==> src/rtl/fifo_pkg.sv <==
// rtl/fifo_pkg.sv - shared async FIFO constants and gray/binary conversions
package fifo_pkg;

    localparam int ADDRESS = 2;
    localparam int PTR_W   = ADDRESS + 1;
    localparam int DEPTH   = 2 ** ADDRESS;

    function automatic logic [31:0] bin2gray(input logic [31:0] b);
        return b ^ (b >> 1);
    endfunction

    // Zero-extended input keeps the MSB-down prefix valid for any narrower pointer.
    function automatic logic [31:0] gray2bin(input logic [31:0] g);
        logic [31:0] b;
        b[31] = g[31];
        for (int i = 30; i >= 0; i--) begin
            b[i] = b[i+1] ^ g[i];
        end
        return b;
    endfunction

endpackage

==> src/rtl/sync_2ff.sv <==
// rtl/sync_2ff.sv - width-N two-flop synchronizer with synchronous reset
module sync_2ff #(
    parameter int N = 1
) (
    input  logic         clk,
    input  logic         reset,
    input  logic [N-1:0] d,
    output logic [N-1:0] q
);

    logic [N-1:0] q1;

    always_ff @(posedge clk) begin
        if (reset) begin
            q1 <= '0;
            q  <= '0;
        end else begin
            q1 <= d;
            q  <= q1;
        end
    end

endmodule

==> src/rtl/read_ptr_empty_logic.sv <==
// rtl/read_ptr_empty_logic.sv - async FIFO read pointer, empty/almost-empty, level and underflow
module read_ptr_empty_logic
    import fifo_pkg::*;
#(
    parameter int address   = ADDRESS,
    parameter int AE_THRESH = 1
) (
    input  logic             rclk,
    input  logic             rreset,
    input  logic             ren,
    input  logic [address:0] wptr_gray,
    output logic [address:0] read_ptr,
    output logic [address:0] rptr_gray,
    output logic [address-1:0] raddr,
    output logic             empty,
    output logic             almost_empty,
    output logic [address:0] level,
    output logic             rvalid,
    output logic             underflow
);

    localparam int PW = address + 1;
    localparam logic [PW-1:0] AE_T = PW'(AE_THRESH);

    logic [PW-1:0] wq2;
    logic [PW-1:0] wbin;
    logic [PW-1:0] rbin_next;
    logic [PW-1:0] rgray_next;
    logic [PW-1:0] level_next;
    logic          rd_ok;

    sync_2ff #(.N(PW)) u_wptr_sync (
        .clk   (rclk),
        .reset (rreset),
        .d     (wptr_gray),
        .q     (wq2)
    );

    always_comb begin
        rd_ok      = ren & ~empty;
        rbin_next  = read_ptr + PW'(rd_ok);
        rgray_next = PW'(bin2gray(32'(rbin_next)));
        wbin       = PW'(gray2bin(32'(wq2)));
        level_next = wbin - rbin_next;
    end

    // Empty is judged against the pointer after this edge's read, so the last read flags empty at once.
    always_ff @(posedge rclk) begin
        if (rreset) begin
            read_ptr     <= '0;
            rptr_gray    <= '0;
            empty        <= 1'b1;
            almost_empty <= 1'b1;
            level        <= '0;
            rvalid       <= 1'b0;
            underflow    <= 1'b0;
        end else begin
            read_ptr     <= rbin_next;
            rptr_gray    <= rgray_next;
            empty        <= (rgray_next == wq2);
            almost_empty <= (level_next <= AE_T);
            level        <= level_next;
            rvalid       <= rd_ok;
            underflow    <= underflow | (ren & empty);
        end
    end

    assign raddr = read_ptr[address-1:0];

endmodule

==> config.mk <==
export PLATFORM = sky130hd
export DESIGN_NAME = read_ptr_empty_logic
export DESIGN_NICKNAME = d
export VERILOG_FILES = /design/src/rtl/fifo_pkg.sv /design/src/rtl/sync_2ff.sv /design/src/rtl/read_ptr_empty_logic.sv
export SDC_FILE = /design/constraint.sdc
export NUM_CORES = 1
export LEC_CHECK = 0
export BUFFER_PORTS_ARGS = -buffer_cell sky130_fd_sc_hd__buf_2
export CORE_MARGIN = 2
export CORE_UTILIZATION = 43
export CTS_BUF_LIST = sky130_fd_sc_hd__clkbuf_16
export DETAILED_ROUTE_END_ITERATION = 8
export PLACE_DENSITY = 0.8
export SLEW_MARGIN = 0
export SYNTH_ARGS = -nofsm -noshare
export SYNTH_HDL_FRONTEND = slang
export SYNTH_HIERARCHICAL = 1
export SYNTH_SLANG_ARGS = --single-unit
==> constraint.sdc <==
create_clock -name rclk -period 1.9 [get_ports rclk]
set_input_delay 0.095 -clock rclk [delete_from_list [all_inputs] [get_ports rclk]]
set_output_delay 0.095 -clock rclk [all_outputs]
set_load 0.02 [all_outputs]
======== After elaboration in Yosys (flattened, before gate mapping) ========
Cells that the tools add are included.
operators by class
  add/sub/neg operators ................... 2
  div/mod/pow operators ................... 0
  bitwise operators ....................... 7
  magnitude comparators ................... 1
  equality and inequality tests ........... 1
  muxes and demuxes ....................... 0
  multiply operators ...................... 0
  shifts and indexed selects .............. 0
  reduce and logical (&&, ||, !) cells .... 0
operator list
  kind                                                                              count
  3-bit by 1-bit adder with 3-bit output                                            1
  3-bit == test                                                                     1
  3-bit by 1-bit less-or-equal comparator with 1-bit output, second input constant  1
  3-bit subtractor                                                                  1
  3-bit by 2-bit bitwise XOR with 3-bit output                                      1
  1-bit AND                                                                         2
  1-bit bitwise XOR                                                                 2
  1-bit NOT                                                                         1
  1-bit bitwise OR                                                                  1
word-level totals
  input bits .............................. 6
  memory bits (writable) .................. 0
  register bits ........................... 19
  memories kept ........................... 0
  bits in latches ......................... 0
  memory bits (read-only) ................. 0

======== Longest topological paths before layout ========
Gate-level depths: netlist (run 1).
  word-level depth ........................ 5
  mapped depth ............................ 8
  mapped depth without buffers ............ 8

======== Modules after synthesis ========
Netlist (run 1), hierarchy kept.
modules (own cells, without submodules)
  module                cells each  times used  area an instance (sq um)  sequential area each (sq um)
  read_ptr_empty_logic  47          1           540.5                     240.2
  sync_2ff              12          1           157.7                     120.1

======== Worst setup path before layout (run 1) ========
Ideal clock, no wire load.
  path kind ............................... reg-to-reg
  from .................................... reg empty
  to ...................................... reg almost_empty
  period minus slack after synthesis ...... 2.048 ns
  buffers on the path ..................... 0
  arrival time ............................ 1.986 ns
  library setup time ...................... 0.062 ns
  slack ................................... -0.148 ns
  stages on the path, launching flop included .. 9
  cell sequence ........................... dfxtp_1 -> nor2b_1 -> ha_1 -> ha_1 -> inv_1 -> fa_1 -> nor2b_1 -> mux2_4 -> nor2_2
between the ends
  cells in the longest elaborated chain, start to end .. 5
RTL lines
  element                                                    RTL line                    RTL
  start: declaration                                         read_ptr_empty_logic.sv:15  output logic empty,
  start signal: assignment                                   read_ptr_empty_logic.sv:60  empty <= (rgray_next == wq2);
  1-bit NOT                                                  read_ptr_empty_logic.sv:40  rd_ok = ren & ~empty;
  1-bit AND                                                  read_ptr_empty_logic.sv:40
  net rd_ok                                                  read_ptr_empty_logic.sv:30  logic rd_ok;
  3-bit by 1-bit adder with 3-bit output                     read_ptr_empty_logic.sv:41  rbin_next = read_ptr + PW'(rd_ok);
  net rbin_next[1]                                           read_ptr_empty_logic.sv:27  logic [PW-1:0] rbin_next;
  3-bit subtractor                                           read_ptr_empty_logic.sv:44  level_next = wbin - rbin_next;
  3-bit by 1-bit less-or-equal comparator with 1-bit output  read_ptr_empty_logic.sv:61  almost_empty <= (level_next <= AE_T);
  end signal: assignment                                     read_ptr_empty_logic.sv:61
  end: declaration                                           read_ptr_empty_logic.sv:16  output logic almost_empty,
The timed path passes the listed nets, and every way through them passes these cells.
A chain may end at the register's enable or synchronous reset.

======== Worst setup path after layout (run 1) ========
Ends and elaborated chain as after synthesis.

==> impl_metrics.tcl, run 1 <==
set metrics [dict create \
    clockBufferDepth 2 \
    cts_root_buffer "clkbuf_16" \
    irDropWorstVdd_uv 604 \
    rows 14 \
    grt_usage_pct 12.2 \
    power_leakage_nw 0.430 \
    portBuffers 20 \
    post-route-drc-count 0 \
    switchingPower_w 0.000239 \
    skew_ps 0.599 \
    synth_top_area_share_pct 51.6 \
    r2r_slack_ps 80 \
    cts_sinks 18 \
    drv_cap 0 \
    synth_cell_types 16 \
    status "completed" \
    htree_levels 1 \
    swShare_pct 23.5 \
    hold_slack_ps 58.9 \
    synth.area.top_cells "dfxtp_1 52%, nor2b_1 9.9%, xor3_1 6.8%" \
    dpl.hpwl_um 733 \
    cts_made_buffers 3 \
    slew_violations 0 \
    crit_family "adder cells" \
    power.density_nw_per_um2 1100 \
    clock.fmax_ghz 0.548 \
    overflow 0 \
    cts_tree "built" \
    synth_area_um2 698 \
    crit_path_end_kind "flip-flop" \
    finalSetupViolations 0 \
    path_depth 8 \
    antenna_left 0 \
    postSynthAreaPerCell_um2 11.8 \
    critPathRequiredTime_ps 2090 \
    viasPerCell 4.45 \
    yosys.area.top_type "dfxtp_1" \
    num-fill-cells 123 \
    clkPwrFrac_pct 40.2 \
    antenna_found_initial 0 \
    syn_nets 69 \
    period_share_pct 96.0 \
    layout-drive-gt1-share_pct 41.5 \
    yosys_warnings 6 \
    worstPathBufferInverterCount 1 \
    path_cells "nor2b_2 > ha_2 > ha_4 > inv_1 > fa_2 > nor2b_1 > mux2_4 > nor2_2" \
    die_y_um 44.3 \
    cts.hold.buffers_added 0 \
    io_pins 21 \
    min_path_type "in2reg" \
    hold_viol_final 0 \
    syn2layout_area_growth_pct 32.4 \
    vias 436 \
    fin_ws_ps 76.2 \
    drt_iter0_markers 2 \
    critPathLaunch "empty" \
    crit_arrival_ps 2010 \
    clk_pin_slew_worst_paths_ps 50 \
    wirelength_um 983 \
    seq_area_frac_synth_pct 51.6 \
    dr.pass1.iters 2 \
    pre_cts_slack_ps -4.30 \
    reg2regPathDepth 8 \
    rsz0062_at_grt "false" \
    crit_end "almost_empty" \
    slowest_stage "fa_2" \
    ys_seq_elements 18 \
    clock_latency_ps 240 \
    crit_fanout 3 \
    grt_max_degree 19 \
    worst_pin_slew_ps 308 \
    layout_min_cycle_time_ps 1820 \
    r2r-end "almost_empty" \
    max_slew_margin_pct 79.5 \
    gp_congestion 0.639 \
    grt_pass1_wl_um 1640 \
    power.internal_w 0.000780 \
    final_cell_area_um2 925 \
    dieArea_um2 1960 \
    startpoint_type "flip-flop" \
    crit_type "reg2reg" \
    seqPwrFrac_pct 41.9 \
    p_comb_share_pct 17.9 \
    place_area_um2 831 \
    synthCells 59 \
    grt_pass1_vias 420 \
    power.total_w 0.00102 \
    slowest_delay_ps 380 \
    fp.coreArea_um2 1510 \
    layout.nets 93 \
    wl_per_cell_um 10.0 \
    utilization_pct 61.4 \
    antennaDiodeCount 0 \
    worst_r2r_startpoint "empty" \
    fp.dieW_um 44.3 \
    start_util_pct 46.3 \
]
[placed cells by master, fill, tap and decap left out]
cell type	count
inv_1	2
a21oi_1	1
xnor2_1	3
mux2_4	1
ha_1	1
ha_2	1
xor2_2	1
buf_2	20
a21o_1	1
ha_4	1
nor2_1	8
nor2b_2	1
clkbuf_16	3
nor2b_1	10
dfxtp_4	1
clkinv_1	1
buf_4	3
xor3_1	2
xnor3_1	1
dfxtp_1	17
fa_2	1
nor2_2	1
xor2_1	1
[power groups by stage]
stage	logic, W	clock network (W)	registers, W
6_report	0.000182	0.000409	0.000427
3_5_place_dp	0.000180	0	0.000434
4_1_cts	0.000184	0.000417	0.000427
5_1_grt	0.000200	0.000442	0.000430
2_1_floorplan	0.0000887	0	0.000473
3_3_place_gp	0.000177	0	0.000433
[routing by layer]
layer	part of all wire [%]	vias up	GRT usage, %
met5	0	-	0
met3	6.1	5	3.67
met2	48	16	20.9
met1	43	188	12.4
li1	-	227	-
met4	3.2	0	9.09
[cells by family after synthesis]
| group | Yosys count | synth area share [%] |
|---|---|---|
| flops | 18 | 51.6 |
| simple gates | 20 | 15.1 |
| xor+xnor | 8 | 16.3 |
| fa+ha+maj | 4 | 8.24 |
| mux | 1 | 2.15 |
| buf+inv | 6 | 4.84 |
| compound gates | 2 | 1.79 |
[worst min path at each step]
stage,from,to,slack (ps),depth (start not counted)
4_1_cts,wptr_gray[0],u_wptr_sync/q1[0],60,2
3_5_place_dp,wptr_gray[0],u_wptr_sync/q1[0],310,2
5_1_grt,wptr_gray[2],u_wptr_sync/q1[2],60,2
3_3_place_gp,wptr_gray[2],u_wptr_sync/q1[2],300,2
2_1_floorplan,rreset,u_wptr_sync/q1[0],170,1
6_report,wptr_gray[0],u_wptr_sync/q1[0],60,2
[registers in the layout, indices dropped and copies added, names as in the netlist]
signal	flops
read_ptr	3
u_wptr_sync/q	3
u_wptr_sync/q1	3
almost_empty	1
underflow	1
empty	1
rvalid	1
level	3
rptr_gray	2
[stage by stage]
| stage | instances | setup TNS [ps] |
|---|---|---|
| floorplan | 59 | 0 |
| global placement | 94 | 0 |
| detailed placement | 94 | -4.30 |
| CTS | 98 | 0 |
| global route | 98 | 0 |
| finish | 98 | 0 |
[area by class of cell]
type	count	area (um2)	area share, %
Timing Repair Buffer	23	123	13.3
Inverter	2	7.51	0.812
Clock inverter	1	3.75	0.406
Multi-Input combinational cell	35	332	35.9
Clock buffer	3	75.1	8.12
Tap cell	16	20.0	2.17
Sequential cell	18	364	39.4
[cells in the mapped netlist]
master and number:
mux2_4 1, xor2_1 2, fa_1 1, nor2_2 1, ha_1 3, a21oi_1 1
buf_4 3, nor2b_1 11, clkbuf_1 1, a21o_1 1, xnor2_1 3, xor3_1 2
inv_1 2, nor2_1 8, xnor3_1 1, dfxtp_1 18
[what timing repair did]
item                                    in CTS  in global routing
resized for setup                            2                  2
endpoints found under the setup margin       2                  2
setup buffers                                0                  0
Power figures use the tool's default switching activity.
==> inputs of run 2 (changes only) <==
--- a/config.mk
+++ b/config.mk
@@ -10,6 +10,7 @@
 export CORE_UTILIZATION = 43
 export CTS_BUF_LIST = sky130_fd_sc_hd__clkbuf_16
 export DETAILED_ROUTE_END_ITERATION = 8
+export HOLD_SLACK_MARGIN = 0.15
 export PLACE_DENSITY = 0.8
 export SLEW_MARGIN = 0
 export SYNTH_ARGS = -nofsm -noshare
==> run 2 against run 1 <==
Total power grew 0.69%. First-iteration DRC count is the same. Global-route usage grew 0.43 points. Register-to-register slack is essentially flat. Critical path type unchanged. Critical endpoint unchanged. Largest cell class unchanged. Highest routed layer unchanged.
==> impl_metrics.tcl, run 2 (synthesized netlist as in run 1, its figures left out) <==
set metrics [dict create \
    grt_pass1_vias 431 \
    worst_r2r_startpoint "empty" \
    final-instance-count-excl-fill 102 \
    fp.dieW_um 44.3 \
    crit_path_end_kind "flip-flop" \
    slew_violations 0 \
    syn2layout_area_growth_pct 38.2 \
    dieArea_um2 1960 \
    viasPerCell 4.39 \
    grt_usage_pct 12.6 \
    multi_input_area_um2 332 \
    worst_pin_slew_ps 311 \
    rows 14 \
    dpl.cell_count 94 \
    final_cell_mix "20 x buf_2, 17 x dfxtp_1, 10 x nor2b_1, 8 x nor2_1, 4 x dlygate4sd3_1" \
    die_y_um 44.3 \
    cts_root_buffer "clkbuf_16" \
    status "completed" \
    antenna_found_initial 0 \
    worstPathBufferInverterCount 1 \
    layout.nets 97 \
    antenna_left 0 \
    irDropWorstVdd_uv 604 \
    io_pins 21 \
    wirelength_um 1050 \
    crit_type "reg2reg" \
    cts_sinks 18 \
    cts_made_buffers 3 \
    r2r_slack_ps 80 \
    clockBufferDepth 2 \
    clk_pin_slew_worst_paths_ps 50 \
    vias 448 \
    clock.fmax_ghz 0.549 \
    slowest_stage "fa_2" \
    crit_family "adder cells" \
    critPathLaunch "empty" \
    cts_tree "built" \
    power_leakage_nw 0.447 \
    dpl.hpwl_um 733 \
    crit_end "almost_empty" \
    path_cells "nor2b_2 > ha_2 > ha_4 > inv_1 > fa_2 > nor2b_1 > mux2_4 > nor2_2" \
    clock_latency_ps 240 \
    portBuffers 20 \
    htree_levels 1 \
    hold_viol_final 0 \
    dr.pass1.iters 2 \
    fp.coreArea_um2 1510 \
    r2r-end "almost_empty" \
    min_path_type "in2reg" \
    layout-drive-gt1-share_pct 39.5 \
    rsz0062_at_grt "false" \
    num-fill-cells 117 \
    utilization_pct 64.0 \
    layout_min_cycle_time_ps 1820 \
    mostFrequentLayoutCell "buf_2" \
    power.total_w 0.00103 \
    post-route-drc-count 0 \
    grt_pass1_wl_um 1700 \
    start_util_pct 46.3 \
    startpoint_type "flip-flop" \
    skew_ps 0.601 \
    wl_per_cell_um 10.3 \
    period_share_pct 95.9 \
    overflow 0 \
    reg2regPathDepth 8 \
    grt_max_degree 19 \
    antennaDiodeCount 0 \
    path_depth 8 \
    slowest_delay_ps 380 \
    power.density_nw_per_um2 1060 \
    critPathRequiredTime_ps 2090 \
    finalSetupViolations 0 \
    gp_congestion 0.639 \
    crit_arrival_ps 2010 \
    fin_ws_ps 77.5 \
    max_slew_margin_pct 79.3 \
    regArea_um2 364 \
    pre_cts_slack_ps -4.30 \
    drv_cap 0 \
    crit_fanout 3 \
    drt_iter0_markers 2 \
]
[run 2: power by group]
part	switching (W)	leakage (nW)	total [W]	internal (W)
Sequential	0.0000125	0.148	0.000427	0.000415
Combinational	0.0000984	0.260	0.000189	0.0000911
Clock	0.000130	0.0385	0.000409	0.000279
[run 2: what timing repair did]
action | 4_1_cts | 5_1_grt
endpoints found under the setup margin | 2 | 2
setup buffers | 0 | 0
hold endpoints to repair | 4 | 0
resized for setup | 2 | 2
hold buffers | 4 | 0
pin swaps | 0 | 0
[run 2: per-stage QoR]
stage / setup TNS, ps / cell area [um2] / hold slack [ps]
after floorplan: 0 / 714 / 167
final: 0 / 965 / 202
after global routing: 0 / 965 / 227
after CTS: 0 / 960 / 202
after detailed placement: -4.30 / 831 / 313
after global placement: 0 / 831 / 303
[run 2: routing by layer]
layer / track usage, % / routed length [um] / vias up
met5: 0 / 0 / -
met2: 21.5 / 519 / 16
li1: - / - / 235
met4: 9.09 / 31 / 0
met3: 3.67 / 58 / 5
met1: 13.2 / 445 / 192
[run 2: layout make-up]
| class | instances | area share (%) |
|---|---|---|
| Timing Repair Buffer | 27 | 16.9 |
| Sequential cell | 18 | 37.7 |
| Inverter | 2 | 0.778 |
| Tap cell | 16 | 2.08 |
| Clock inverter | 1 | 0.389 |
| Multi-Input combinational cell | 35 | 34.4 |
| Clock buffer | 3 | 7.78 |
[run 2: worst min-delay path by stage]
stage                 start           endpoint  slack [ps]  depth (start not counted)
2_1_floorplan        rreset  u_wptr_sync/q1[0]         170                          1
3_3_place_gp   wptr_gray[2]  u_wptr_sync/q1[2]         300                          2
3_5_place_dp   wptr_gray[0]  u_wptr_sync/q1[0]         310                          2
4_1_cts              rreset           level[0]         200                          2
5_1_grt              rreset   u_wptr_sync/q[1]         230                          2
6_report             rreset           level[0]         200                          2
[run 2: worst register-to-register path, delay by kind of cell, from the launching register on]
| kind | cells | cell delay, ps |
|---|---|---|
| DFF | 1 | 340 |
| muxes | 1 | 270 |
| buffers and inverters | 1 | 60 |
| adders and majority gates | 3 | 830 |
| and+or+nand+nor | 3 | 250 |
